`config.mk`:
```
export PLATFORM = sky130hd
export DESIGN_NAME = second_largest_frame_ctrl_flat
export DESIGN_NICKNAME = d
export VERILOG_FILES = /design/src/rtl/second_largest_frame_ctrl_if.sv /design/src/rtl/second_largest_frame_ctrl.sv /design/src/flat_wrapper.sv
export SDC_FILE = /design/constraint.sdc
export NUM_CORES = 1
export LEC_CHECK = 0
export BUFFER_PORTS_ARGS = -buffer_cell sky130_fd_sc_hd__buf_2
export CAP_MARGIN = 20
export CORE_MARGIN = 2
export CORE_UTILIZATION = 38
export DETAILED_ROUTE_END_ITERATION = 8
export PLACE_DENSITY_LB_ADDON = 0.2
export SYNTH_ARGS = -nofsm -noshare
export SYNTH_HDL_FRONTEND = slang
export SYNTH_SLANG_ARGS = --single-unit
```
`constraint.sdc`:
```
create_clock -name clk -period 5.8 [get_ports clk]
set_input_delay 0.58 -clock clk [delete_from_list [all_inputs] [get_ports clk]]
set_output_delay 0.58 -clock clk [all_outputs]
set_load 0.01 [all_outputs]
```
`src/rtl/second_largest_frame_ctrl_if.sv`:
```
// Handshake bundle for second_largest_frame_ctrl: framed word stream in, per-frame result out.
// The slave modport is the controller's view; master is the surrounding source/consumer.
interface second_largest_frame_ctrl_if #(
   parameter int unsigned DATA_WIDTH = 32,
   parameter int unsigned MAX_LEN    = 16,
   parameter int unsigned CNT_W      = $clog2(MAX_LEN + 1)
) ();
   logic                  s_valid;
   logic                  s_ready;
   logic [DATA_WIDTH-1:0] s_data;
   logic                  s_last;
   logic                  m_valid;
   logic                  m_ready;
   logic [DATA_WIDTH-1:0] m_max;
   logic [DATA_WIDTH-1:0] m_second;
   logic [CNT_W-1:0]      m_count;
   logic                  m_short;
   logic                  m_trunc;

   modport slave (
      input  s_valid, s_data, s_last, m_ready,
      output s_ready, m_valid, m_max, m_second, m_count, m_short, m_trunc
   );

   modport master (
      output s_valid, s_data, s_last, m_ready,
      input  s_ready, m_valid, m_max, m_second, m_count, m_short, m_trunc
   );
endinterface

```
`src/rtl/second_largest_frame_ctrl.sv`:
```
// Per-frame max / second-max tracker with a single buffered result.
// A frame ends on an accepted s_last beat or when it reaches MAX_LEN beats.
module second_largest_frame_ctrl #(
   parameter int unsigned DATA_WIDTH = 32,
   parameter int unsigned MAX_LEN    = 16,
   parameter int unsigned CNT_W      = $clog2(MAX_LEN + 1)
) (
   input  logic                           clk,
   input  logic                           resetn,
   input  logic                           clear,
   second_largest_frame_ctrl_if.slave     io_bus
);

   typedef enum logic [0:0] {StAccum, StResult} state_e;

   state_e                r_state, w_state_nxt;
   logic [DATA_WIDTH-1:0] r_max, w_max_nxt, w_max_upd;
   logic [DATA_WIDTH-1:0] r_sec, w_sec_nxt, w_sec_upd;
   logic [CNT_W-1:0]      r_cnt, w_cnt_nxt, w_cnt_inc;
   logic [DATA_WIDTH-1:0] r_out_max, w_out_max_nxt;
   logic [DATA_WIDTH-1:0] r_out_sec, w_out_sec_nxt;
   logic [CNT_W-1:0]      r_out_cnt, w_out_cnt_nxt;
   logic                  r_out_short, w_out_short_nxt;
   logic                  r_out_trunc, w_out_trunc_nxt;
   logic                  w_beat;
   logic                  w_hit_max;
   logic                  w_frame_end;

   // Tracker values as they would be after absorbing the current word.
   always_comb begin
      w_max_upd = r_max;
      w_sec_upd = r_sec;
      if (io_bus.s_data > r_max) begin
         w_sec_upd = r_max;
         w_max_upd = io_bus.s_data;
      end else if (io_bus.s_data > r_sec) begin
         w_sec_upd = io_bus.s_data;
      end
   end

   assign w_cnt_inc   = r_cnt + CNT_W'(1);
   assign w_hit_max   = (w_cnt_inc == CNT_W'(MAX_LEN));
   assign w_beat      = io_bus.s_valid && (r_state == StAccum) && !clear;
   assign w_frame_end = w_beat && (io_bus.s_last || w_hit_max);

   always_comb begin
      w_state_nxt     = r_state;
      w_max_nxt       = r_max;
      w_sec_nxt       = r_sec;
      w_cnt_nxt       = r_cnt;
      w_out_max_nxt   = r_out_max;
      w_out_sec_nxt   = r_out_sec;
      w_out_cnt_nxt   = r_out_cnt;
      w_out_short_nxt = r_out_short;
      w_out_trunc_nxt = r_out_trunc;

      if (clear) begin
         // Abort: drop partial frame and any pending result, keep the last output fields.
         w_state_nxt = StAccum;
         w_max_nxt   = '0;
         w_sec_nxt   = '0;
         w_cnt_nxt   = '0;
      end else begin
         unique case (r_state)
            StAccum: begin
               if (w_frame_end) begin
                  w_out_max_nxt   = w_max_upd;
                  w_out_sec_nxt   = w_sec_upd;
                  w_out_cnt_nxt   = w_cnt_inc;
                  w_out_short_nxt = (w_cnt_inc < CNT_W'(2));
                  w_out_trunc_nxt = w_hit_max && !io_bus.s_last;
                  w_max_nxt       = '0;
                  w_sec_nxt       = '0;
                  w_cnt_nxt       = '0;
                  w_state_nxt     = StResult;
               end else if (w_beat) begin
                  w_max_nxt = w_max_upd;
                  w_sec_nxt = w_sec_upd;
                  w_cnt_nxt = w_cnt_inc;
               end
            end
            StResult: begin
               if (io_bus.m_ready) begin
                  w_state_nxt = StAccum;
               end
            end
            default: w_state_nxt = StAccum;
         endcase
      end
   end

   always_ff @(posedge clk or negedge resetn) begin
      if (!resetn) begin
         r_state     <= StAccum;
         r_max       <= '0;
         r_sec       <= '0;
         r_cnt       <= '0;
         r_out_max   <= '0;
         r_out_sec   <= '0;
         r_out_cnt   <= '0;
         r_out_short <= 1'b0;
         r_out_trunc <= 1'b0;
      end else begin
         r_state     <= w_state_nxt;
         r_max       <= w_max_nxt;
         r_sec       <= w_sec_nxt;
         r_cnt       <= w_cnt_nxt;
         r_out_max   <= w_out_max_nxt;
         r_out_sec   <= w_out_sec_nxt;
         r_out_cnt   <= w_out_cnt_nxt;
         r_out_short <= w_out_short_nxt;
         r_out_trunc <= w_out_trunc_nxt;
      end
   end

   assign io_bus.s_ready  = (r_state == StAccum);
   assign io_bus.m_valid  = (r_state == StResult);
   assign io_bus.m_max    = r_out_max;
   assign io_bus.m_second = r_out_sec;
   assign io_bus.m_count  = r_out_cnt;
   assign io_bus.m_short  = r_out_short;
   assign io_bus.m_trunc  = r_out_trunc;

endmodule
```
`src/flat_wrapper.sv`:
```
// flat-port wrapper written by rule: the top's interface ports become plain ports
module second_largest_frame_ctrl_flat 
#(
   parameter int unsigned DATA_WIDTH = 32,
   parameter int unsigned MAX_LEN    = 16,
   parameter int unsigned CNT_W      = $clog2(MAX_LEN + 1)
)
  (clk, resetn, clear, io_bus_s_valid, io_bus_s_data, io_bus_s_last, io_bus_m_ready, io_bus_s_ready, io_bus_m_valid, io_bus_m_max, io_bus_m_second, io_bus_m_count, io_bus_m_short, io_bus_m_trunc);
  second_largest_frame_ctrl_if #(.DATA_WIDTH(DATA_WIDTH), .MAX_LEN(MAX_LEN), .CNT_W(CNT_W)) io_bus_i ();
  input  logic clk;
  input  logic resetn;
  input  logic clear;
  input wire logic [$bits(io_bus_i.s_valid)-1:0] io_bus_s_valid;
  input wire logic [$bits(io_bus_i.s_data)-1:0] io_bus_s_data;
  input wire logic [$bits(io_bus_i.s_last)-1:0] io_bus_s_last;
  input wire logic [$bits(io_bus_i.m_ready)-1:0] io_bus_m_ready;
  output wire logic [$bits(io_bus_i.s_ready)-1:0] io_bus_s_ready;
  output wire logic [$bits(io_bus_i.m_valid)-1:0] io_bus_m_valid;
  output wire logic [$bits(io_bus_i.m_max)-1:0] io_bus_m_max;
  output wire logic [$bits(io_bus_i.m_second)-1:0] io_bus_m_second;
  output wire logic [$bits(io_bus_i.m_count)-1:0] io_bus_m_count;
  output wire logic [$bits(io_bus_i.m_short)-1:0] io_bus_m_short;
  output wire logic [$bits(io_bus_i.m_trunc)-1:0] io_bus_m_trunc;
  assign io_bus_i.s_valid = io_bus_s_valid;
  assign io_bus_i.s_data = io_bus_s_data;
  assign io_bus_i.s_last = io_bus_s_last;
  assign io_bus_i.m_ready = io_bus_m_ready;
  assign io_bus_s_ready = io_bus_i.s_ready;
  assign io_bus_m_valid = io_bus_i.m_valid;
  assign io_bus_m_max = io_bus_i.m_max;
  assign io_bus_m_second = io_bus_i.m_second;
  assign io_bus_m_count = io_bus_i.m_count;
  assign io_bus_m_short = io_bus_i.m_short;
  assign io_bus_m_trunc = io_bus_i.m_trunc;
  second_largest_frame_ctrl #(.DATA_WIDTH(DATA_WIDTH), .MAX_LEN(MAX_LEN), .CNT_W(CNT_W)) u_core (.clk(clk), .resetn(resetn), .clear(clear), .io_bus(io_bus_i));
endmodule
```
# After elaboration in Yosys (flattened, before gate mapping)
# Cells that the tools add are included.
[word_totals]
ff_bits = 141
latchBits = 0
ram_bits = 0
mem_bits_ro = 0
input_bits = 38
output_inout_bits = 73
word_cells = 46
mem_count = 0
[op_classes]
add_sub_neg = 1
multipliers = 0
div_mod_pow = 0
magnitude_cmp = 3
eq_ne = 2
shift = 0
muxes = 19
bitwise_logic = 2
reduce_logical = 10
[ops]
columns = ["operator", "n"]
rows = [
  ["$mux W32", 11],
  ["$gt A32 B32 Y1", 2],
  ["$mux W5", 4],
  ["$add A5 B1 Y5 const B", 1],
  ["$eq A5 B5 Y1 const B", 1],
  ["$lt A5 B2 Y1 const B", 1],
  ["$logic_and A1 B1 Y1", 4],
  ["$mux W1", 3],
  ["$reduce_and A3 Y1", 1],
  ["$reduce_bool A3 Y1", 1],
  ["$logic_not A1 Y1", 2],
  ["$ne A2 B2 Y1 const B", 1],
  ["$not A1 Y1", 2],
  ["$pmux W1 S2", 1],
  ["$reduce_and A2 Y1", 1],
  ["$logic_or A1 B1 Y1", 1],
]

# Longest topological paths before layout
# Gate-level depths: netlist (run 1).
[depth]
word_depth = 7
mapped_depth = 11

# Worst setup path after synthesis (run 1)
# OpenSTA, ideal clock, no wires.
[synth_path]
path_type = "input to register"
start = "input io_bus_s_data[14]"
end = "register u_core.r_out_sec[23] (netlist: u_core.io_bus.m_second[23])"
setup_ns = 0.121
arrival_time_ns = 2.553
required_ns = 5.679
slack_ns = 3.126
path_stages = 10
path_cell_list = "ha_1 -> a21oi_1 -> nand2_1 -> a221o_1 -> o311ai_1 -> and2_1 -> buf_4 -> buf_4 -> o311ai_2 -> a22o_1"
[synth_between]
elab_chain_len = 3
elab_cells_between_ends = 4
[synth_lines]
columns = ["item", "line", "text"]
rows = [
  ["start: declaration", "flat_wrapper.sv:14", "input wire logic [$bits(io_bus_i.s_data)-1:0] io_bus_s_data;"],
  ["$gt A32 B32 Y1", "second_largest_frame_ctrl.sv:36", "end else if (io_bus.s_data > r_sec) begin"],
  ["$mux W32", "second_largest_frame_ctrl.sv:36", ""],
  ["$mux W32 (*)", "second_largest_frame_ctrl.sv:33", "if (io_bus.s_data > r_max) begin"],
  ["end signal: assignment", "second_largest_frame_ctrl.sv:109", "r_out_sec <= w_out_sec_nxt;"],
  ["end: declaration", "second_largest_frame_ctrl.sv:21", "logic [DATA_WIDTH-1:0] r_out_sec, w_out_sec_nxt;"],
]
# Mark *: on every way between the ends. The rest lies on a longest branch, timed or not.
# A chain may end at the register's enable or synchronous reset.

# Worst setup path in the final report (run 1)
[layout_path]
start = "register u_core.r_max[15]"
end = "register u_core.r_max[27]"
[layout_between]
elab_chain_len = 6
[layout_lines]
columns = ["item", "line", "text"]
rows = [
  ["start: declaration", "second_largest_frame_ctrl.sv:17", "logic [DATA_WIDTH-1:0] r_max, w_max_nxt, w_max_upd;"],
  ["start signal: assignment", "second_largest_frame_ctrl.sv:105", "r_max <= w_max_nxt;"],
  ["$gt A32 B32 Y1", "second_largest_frame_ctrl.sv:33", ""],
  ["$mux W32", "second_largest_frame_ctrl.sv:33", ""],
  ["$mux W32", "second_largest_frame_ctrl.sv:76", "end else if (w_beat) begin"],
  ["$mux W32", "second_largest_frame_ctrl.sv:66", "if (w_frame_end) begin"],
  ["$mux W32", "second_largest_frame_ctrl.sv:64", "unique case (r_state)"],
  ["$mux W32", "second_largest_frame_ctrl.sv:57", "if (clear) begin"],
]
# No other way between the ends. The select of a mux whose other input is x is not followed.

==> results of run 1 <==
-- logic make-up after synthesis --
| logic type | Yosys count | share of synthesized area, % |
|---|---|---|
| adders and majority gates | 66 | 9.72 |
| muxes | 32 | 3.79 |
| AOI/OAI and AO/OA | 331 | 32.0 |
| DFF | 141 | 41.5 |
| xor gates and xnor gates | 3 | 0.309 |
| and+or+nand+nor | 101 | 5.66 |
| buffers and inverters | 127 | 6.95 |
-- power groups by stage --
stage	logic [mW]	clock network, mW	registers (mW)
finish	0.612	1.22	1.17
global route	0.685	1.29	1.19
CTS	0.624	1.25	1.17
detailed placement	0.620	0	1.19
global placement	0.616	0	1.19
floorplan	0.353	0	1.22
-- worst max-delay path by stage --
stage / endpoint / cells past startpoint / start / slack, ns
after floorplan: u_core.io_bus.m_second[23] / 10 / io_bus_s_data[14] / 3.13
after global placement: u_core.r_max[30] / 10 / io_bus_s_data[14] / 2.17
after detailed placement: u_core.r_max[12] / 10 / io_bus_s_data[7] / 2.15
after CTS: u_core.r_max[5] / 10 / u_core.r_max[15] / 2.37
after global routing: u_core.r_max[10] / 10 / u_core.r_max[15] / 2.19
final: u_core.r_max[27] / 10 / u_core.r_max[15] / 2.39
-- sequential cells by signal, indices dropped and copies added, names as in the netlist --
signal and flops:
u_core.io_bus.m_count 5, u_core.io_bus.m_short 1, u_core.r_sec 32, u_core.io_bus.m_valid 1, u_core.r_cnt 5, u_core.io_bus.m_second 32, u_core.r_max 32, u_core.io_bus.m_trunc 1
u_core.io_bus.m_max 32
-- area by class of cell --
cell class                      instances  area [sq um]  area share (%)
Timing Repair Buffer                  117           622            6.33
Sequential cell                       141          3530            35.9
Inverter                               70           263            2.67
Antenna cell                            1          2.50          0.0255
Multi-Input combinational cell        533          4420            44.9
Clock buffer                           21           460            4.68
Tap cell                              280           350            3.56
Clock inverter                         10           188            1.91
-- routing by layer --
metal | global-route usage, % | up-vias | part of all wire (%)
met1 | 27.4 | 3210 | 50
met3 | 3.24 | 26 | 3.4
met5 | 0 | - | 0
met2 | 29.9 | 123 | 45
met4 | 5.81 | 0 | 1.7
li1 | - | 3165 | -
-- per-stage QoR --
step,utilization (%),total power [mW]
after detailed placement,41.9,1.81
after global routing,44.9,3.16
after floorplan,-,1.58
after CTS,44.9,3.04
final,44.9,3.00
after global placement,41.9,1.80
-- cell usage in the layout, fill, tap and decap left out, types with 2 or more instances in the layout --
master and instances:
clkinvlp_4 2, o21ai_2 28, bufinv_16 5, buf_4 6, clkbuf_16 17, o21a_1 67
nand3_1 9, a2111oi_0 3, clkinv_4 2, clkbuf_1 2, o21ai_0 5, xnor2_1 3
ha_1 66, dfrtp_1 141, o211ai_1 2, o311ai_1 5, a21oi_1 29, nor4_1 2
a21o_1 8, o21ai_1 41, o31ai_1 2, a221o_1 3, nor2_1 8, o311ai_2 28
mux2i_1 31, buf_2 109, nand4_1 14, and4_1 2, nand2_1 54, a22o_1 98
inv_1 70, clkbuf_8 2, a22oi_1 2, nor2b_1 3
-- cell usage after synthesis (all sizes together) (3+ instances only) --
| cell type | instances | area share [%] |
|---|---|---|
| o21a | 68 | 6.0 |
| a221o | 3 | 0.35 |
| nand3 | 9 | 0.53 |
| a22o | 98 | 10 |
| nand4 | 14 | 1.0 |
| dfrtp | 141 | 42 |
| ha | 66 | 9.7 |
| mux2i | 31 | 3.7 |
| a21oi | 30 | 1.8 |
| o311ai | 33 | 5.9 |
| nor2 | 8 | 0.35 |
| a2111oi | 3 | 0.31 |
| o21ai | 75 | 5.7 |
| buf | 36 | 2.9 |
| nor2b | 4 | 0.29 |
| nand2 | 54 | 2.4 |
| inv | 70 | 3.1 |
| a21o | 8 | 0.71 |
| clkbuf | 21 | 0.93 |
| xnor2 | 3 | 0.31 |
==> metrics.md, run 1 <==
| Metric | Value |
|---|---|
| Post-synthesis cell type count | 46 |
| Cell Count, Final, Fillers Out | 1173 |
| NetSw | 0.860 mW |
| # hold bufs at CTS | 0 |
| Fill count | 2125 |
| Slew Limit Fails | 0 |
| Post-DRT Antenna Nets | 0 |
| Worst Tran Pin Value | 1.03 ns |
| Unrepaired setup endpoints after global routing | no |
| Synth Flop Type | dfrtp_1 |
| Slowest CP cell | buf_12 |
| Core area | 21900 sq um |
| Final setup margin | 2.39 ns |
| Clock Skews | 0.0163 ns |
| Max-Cap Viols | 0 |
| CTS tree | done |
| Share of post-route cells with drive strength above 1 | 23.7% |
| Layout area overhead | 15.7% |
| Crit path time final | 3.41 ns |
| Kind of critical path | reg2reg |
| #FFs+latches synth | 141 |
| Comb power frac | 20.4% |
| Min-delay worst type | in2async |
| Yosys warnings | 0 |
| Post-synthesis sequential area ratio | 41.5% |
| LEAKAGE | 4.36 nW |
| I/O Buffers | 110 |
| Gr ovfl total | 0 |
| Initial DRC count | 307 |
| Pint | 2.14 mW |
| FMAX | 293 MHz |
| IR drop worst, VDD | 0.137 mV |
| Vias | 6524 |
| Final period util | 58.9% |
| HPWL after DPL | 13900 um |
| Drt total wl | 21700 um |
| Vias per std cell | 5.56 |
| Post-synth EDFFs | 0 |
| Power density cells | 305 nW/um^2 |
| CTS resizes | 0 |
| CTS clk-pin slew, worst paths | 0.06 ns |
| R2R setup slack | 2.39 ns |
| Worst R2R Start | u_core.r_max[15] |
| Setup violations, final | 0 |
| CP Data Arrival Time | 3.72 ns |
| Slew margin rel. | 31.6% |
| Sequential Power Share | 39.0% |
| Crit-path leading delay family | simple AND/OR/NAND/NOR gates |
| Status | finished clean |
| Drc violations | 0 |
| CP cell instances | inv_1 > ha_1 > nand4_1 > nor4_1 > nand2_1 > a22oi_1 > and2_4 > buf_12 > nor2b_4 > a22o_1 |
| Required time worst endpoint | 6.10 ns |
| Boundary Pins | 111 |
| Buf/Inv on CP | 2 |
| Setup crit start kind | flip-flop |
| Sw frac | 28.7% |
| Net count after synthesis | 905 |
| Ys async rst share | 100% |
| Drt wl/cell | 18.5 um |
| Cell area after synthesis | 8490 sq um |
| FF-to-FF End | u_core.r_max[27] |
| Mapped Cells | 801 |
| Slowest Stage Delay on Critical Path | 0.54 ns |
| # nets final | 984 |
| Design area | 9830 sq um |
| CTS max path bufs | 2 |
| First-pass GRT wire length | 36500 um |
| Final hold violations | 0 |
| Crit Path Max Fanout | 129 |
| Chip width | 154 um |
| Clock Sink Count | 141 |
| CTS Root Cell | clkbuf_16 |
| Latest clock arrival within the worst-skew pair | 0.42 ns |
| Gp weighted congestion | 0.776 |
| Setup slack at placement | 2.15 ns |
| Die height | 154 um |
| Gr usage total | 19.2% |
| Portion of total power attributed to the clock network | 40.6% |
| Setup bufs post-CTS | 0 |
| Post-Place Cells | 1141 |
| Total Neg Setup Slack | 0 ns |
| Placed Instance Area | 9180 sq um |
| CP Capture Type | flip-flop |
| Initial core utilization | 38.8% |
| Rows | 54 |
| Largest net degree at the start of global routing | 130 |
| CTS H-Tree Depth | 4 |
| Initial antenna violation count | 1 |
| Pre-antenna DRT Iters | 4 |
| Vias in the first global route | 6656 |
| Reg2reg path depth | 10 |
| TritonCTS Buffers | 17 |
| Mean Syn Cell Area | 10.6 sq um |
| Die area | 23600 sq um |
| Worst hold slack | 0.196 ns |
(Power assumes the default switching activity.)
==> run 2, diff against run 1 <==
==> constraint.sdc (replaced) <==
create_clock -name clk -period 3.5 [get_ports clk]
set_input_delay 0.35 -clock clk [delete_from_list [all_inputs] [get_ports clk]]
set_output_delay 0.35 -clock clk [all_outputs]
set_load 0.01 [all_outputs]
==> metrics.md, run 2 (synthesis results as in run 1) <==
| Metric | Value |
|---|---|
| Slew Limit Fails | 0 (unchanged) |
| Chip width | 154 um (unchanged) |
| Die height | 154 um (unchanged) |
| Core area | 21900 sq um (unchanged) |
| Final setup margin | 0.487 ns (-1.90 ns) |
| Final hold violations | 0 (unchanged) |
| Design area | 9900 sq um (+0.66%) |
| Slowest CP cell | a2111oi_0 |
| Gr usage total | 19.1% (-0.068 points) |
| TritonCTS Buffers | 17 (unchanged) |
| Die area | 23600 sq um (unchanged) |
| Gr ovfl total | 0 (unchanged) |
| CTS max path bufs | 2 (unchanged) |
| Most common cell after layout, fill and taps aside | dfrtp_1 |
| Crit path time final | 3.01 ns (-0.401 ns) |
| Unrepaired setup endpoints after global routing | no |
| Drc violations | 0 (unchanged) |
| Drt wl/cell | 18.6 um (+0.73%) |
| Slew margin rel. | 39.3% (+7.7 points) |
| Kind of critical path | reg2reg |
| Setup violations, final | 0 (unchanged) |
| Max-Cap Viols | 0 (unchanged) |
| HPWL after DPL | 14900 um (+7.6%) |
| Setup crit start kind | flip-flop |
| Latest clock arrival within the worst-skew pair | 0.43 ns (about the same) |
| Rows | 54 (unchanged) |
| Status | finished clean |
| Placed Instance Area | 9340 sq um (+1.8%) |
| Final period util | 86.1% (+27 points) |
| Worst Tran Pin Value | 0.887 ns (-0.139 ns) |
| Boundary Pins | 111 (unchanged) |
| Vias | 6566 (+0.64%) |
| # nets final | 999 (+1.5%) |
| CTS clk-pin slew, worst paths | 0.06 ns (about the same) |
| Initial core utilization | 38.8% (unchanged) |
| Post-Place Cells | 1155 (+1.2%) |
| Total Neg Setup Slack | 0 ns (unchanged) |
| CP Capture Type | flip-flop |
| Post-DRT Antenna Nets | 0 (unchanged) |
| CTS Root Cell | clkbuf_16 |
| Setup slack at placement | 0.420 ns (-1.73 ns) |
| Layout area overhead | 16.5% |
| Initial antenna violation count | 0 (-1) |
| Worst hold slack | 0.0983 ns (-0.0978 ns) |
| Cell Count, Final, Fillers Out | 1187 (+1.2%) |
| FMAX | 332 MHz (+13%) |
| Setup bufs post-CTS | 0 (unchanged) |
| First-pass GRT wire length | 36100 um (-0.93%) |
| CTS H-Tree Depth | 4 (unchanged) |
| CTS resizes | 0 (unchanged) |
| Power density cells | 475 nW/um^2 (+56%) |
| Clock Sink Count | 141 (unchanged) |
| IR drop worst, VDD | 0.248 mV (+81%) |
| Vias per std cell | 5.53 (-0.54%) |
| LEAKAGE | 4.41 nW (+1.0%) |
| Pre-antenna DRT Iters | 4 (unchanged) |
| Commonest non-fill, non-tap cells in the layout | dfrtp_1 (141), buf_2 (109), a22o_1 (98) |
| Slowest Stage Delay on Critical Path | 0.81 ns (+0.27 ns) |
| Gp weighted congestion | 0.781 (+0.66%) |
| Crit Path Max Fanout | 28 (-78%) |
| Initial DRC count | 337 (+9.8%) |
| Clock Skews | 0.00925 ns (-0.00704 ns) |
| Final core occ | 45.2% (+0.30 points) |
| CP cell instances | inv_1 > ha_1 > nand4_1 > a2111oi_0 > o31a_4 > buf_4 > o311ai_1 > a22o_1 |
| Drt total wl | 22100 um (+1.9%) |
| CP Data Arrival Time | 3.32 ns (-0.40 ns) |
| I/O Buffers | 110 (unchanged) |
| Final Power | 4.70 mW (+57%) |
| Largest net degree at the start of global routing | 81 (-38%) |
| # hold bufs at CTS | 1 (+1) |
| Min-delay worst type | in2reg |
| Share of post-route cells with drive strength above 1 | 24.6% (+0.93 points) |
| CTS tree | done |
| Vias in the first global route | 6550 (-1.6%) |
| Ant diodes | 0 (-1) |
| Required time worst endpoint | 3.81 ns (-2.29 ns) |
==> run 2: cell types whose count changed in the layout (fill, tap and decap cells not counted), moves of 2 or more <==
cell,change
buf_12,+5
buf_4,+9
bufinv_16,-4
clkinv_2,+2
==> run 2: power by group <==
group / switching [mW] / internal (mW) / leakage, nW
logic: 0.598 / 0.442 / 2.26
registers: 0.123 / 1.82 / 1.88
clock network: 0.725 / 0.991 / 0.259
total: 1.45 / 3.25 / 4.41
==> run 2: cell type report <==
| class | count | area [sq um] |
|---|---|---|
| fill | 2139 | 12000 |
| multi-input combinational | 533 | 4410 |
| sequential | 141 | 3530 |
| timing repair buffer | 132 | 800 |
| clock buffer | 21 | 450 |
| tap | 280 | 350 |
| inverter | 70 | 263 |
| clock inverter | 10 | 93.8 |
==> run 2: worst paths after layout <==
path,start,end,slack [ns],depth (start not counted)
worst min register to register,u_core.io_bus.m_count[1],u_core.io_bus.m_count[1],0.47,2
worst min-delay path,io_bus_m_ready,u_core.io_bus.m_valid,0.1,2
worst max register to register,u_core.r_sec[7],u_core.io_bus.m_second[0],0.49,8
worst max-delay path,u_core.r_sec[7],u_core.io_bus.m_second[0],0.49,8
max in group asynchronous,resetn,u_core.r_sec[21],2.13,3
min in group asynchronous,resetn,u_core.io_bus.m_count[0],0.54,2
==> run 2: per-layer routing <==
layer	GRT usage, %	wire length, um
met3	3.95	887
met4	4.06	200
met1	27.2	11000
met5	0	0
met2	30.3	10000
==> run 2: critical path, delay by kind of cell, from the launching register on <==
family / cells / cell delay, ns
buffers and inverters: 2 / 0.39
AND/OR/NAND/NOR: 1 / 0.15
AO/OA/AOI/OAI: 4 / 1.69
adder cells (fa/ha/maj): 1 / 0.31
flip-flops: 1 / 0.35
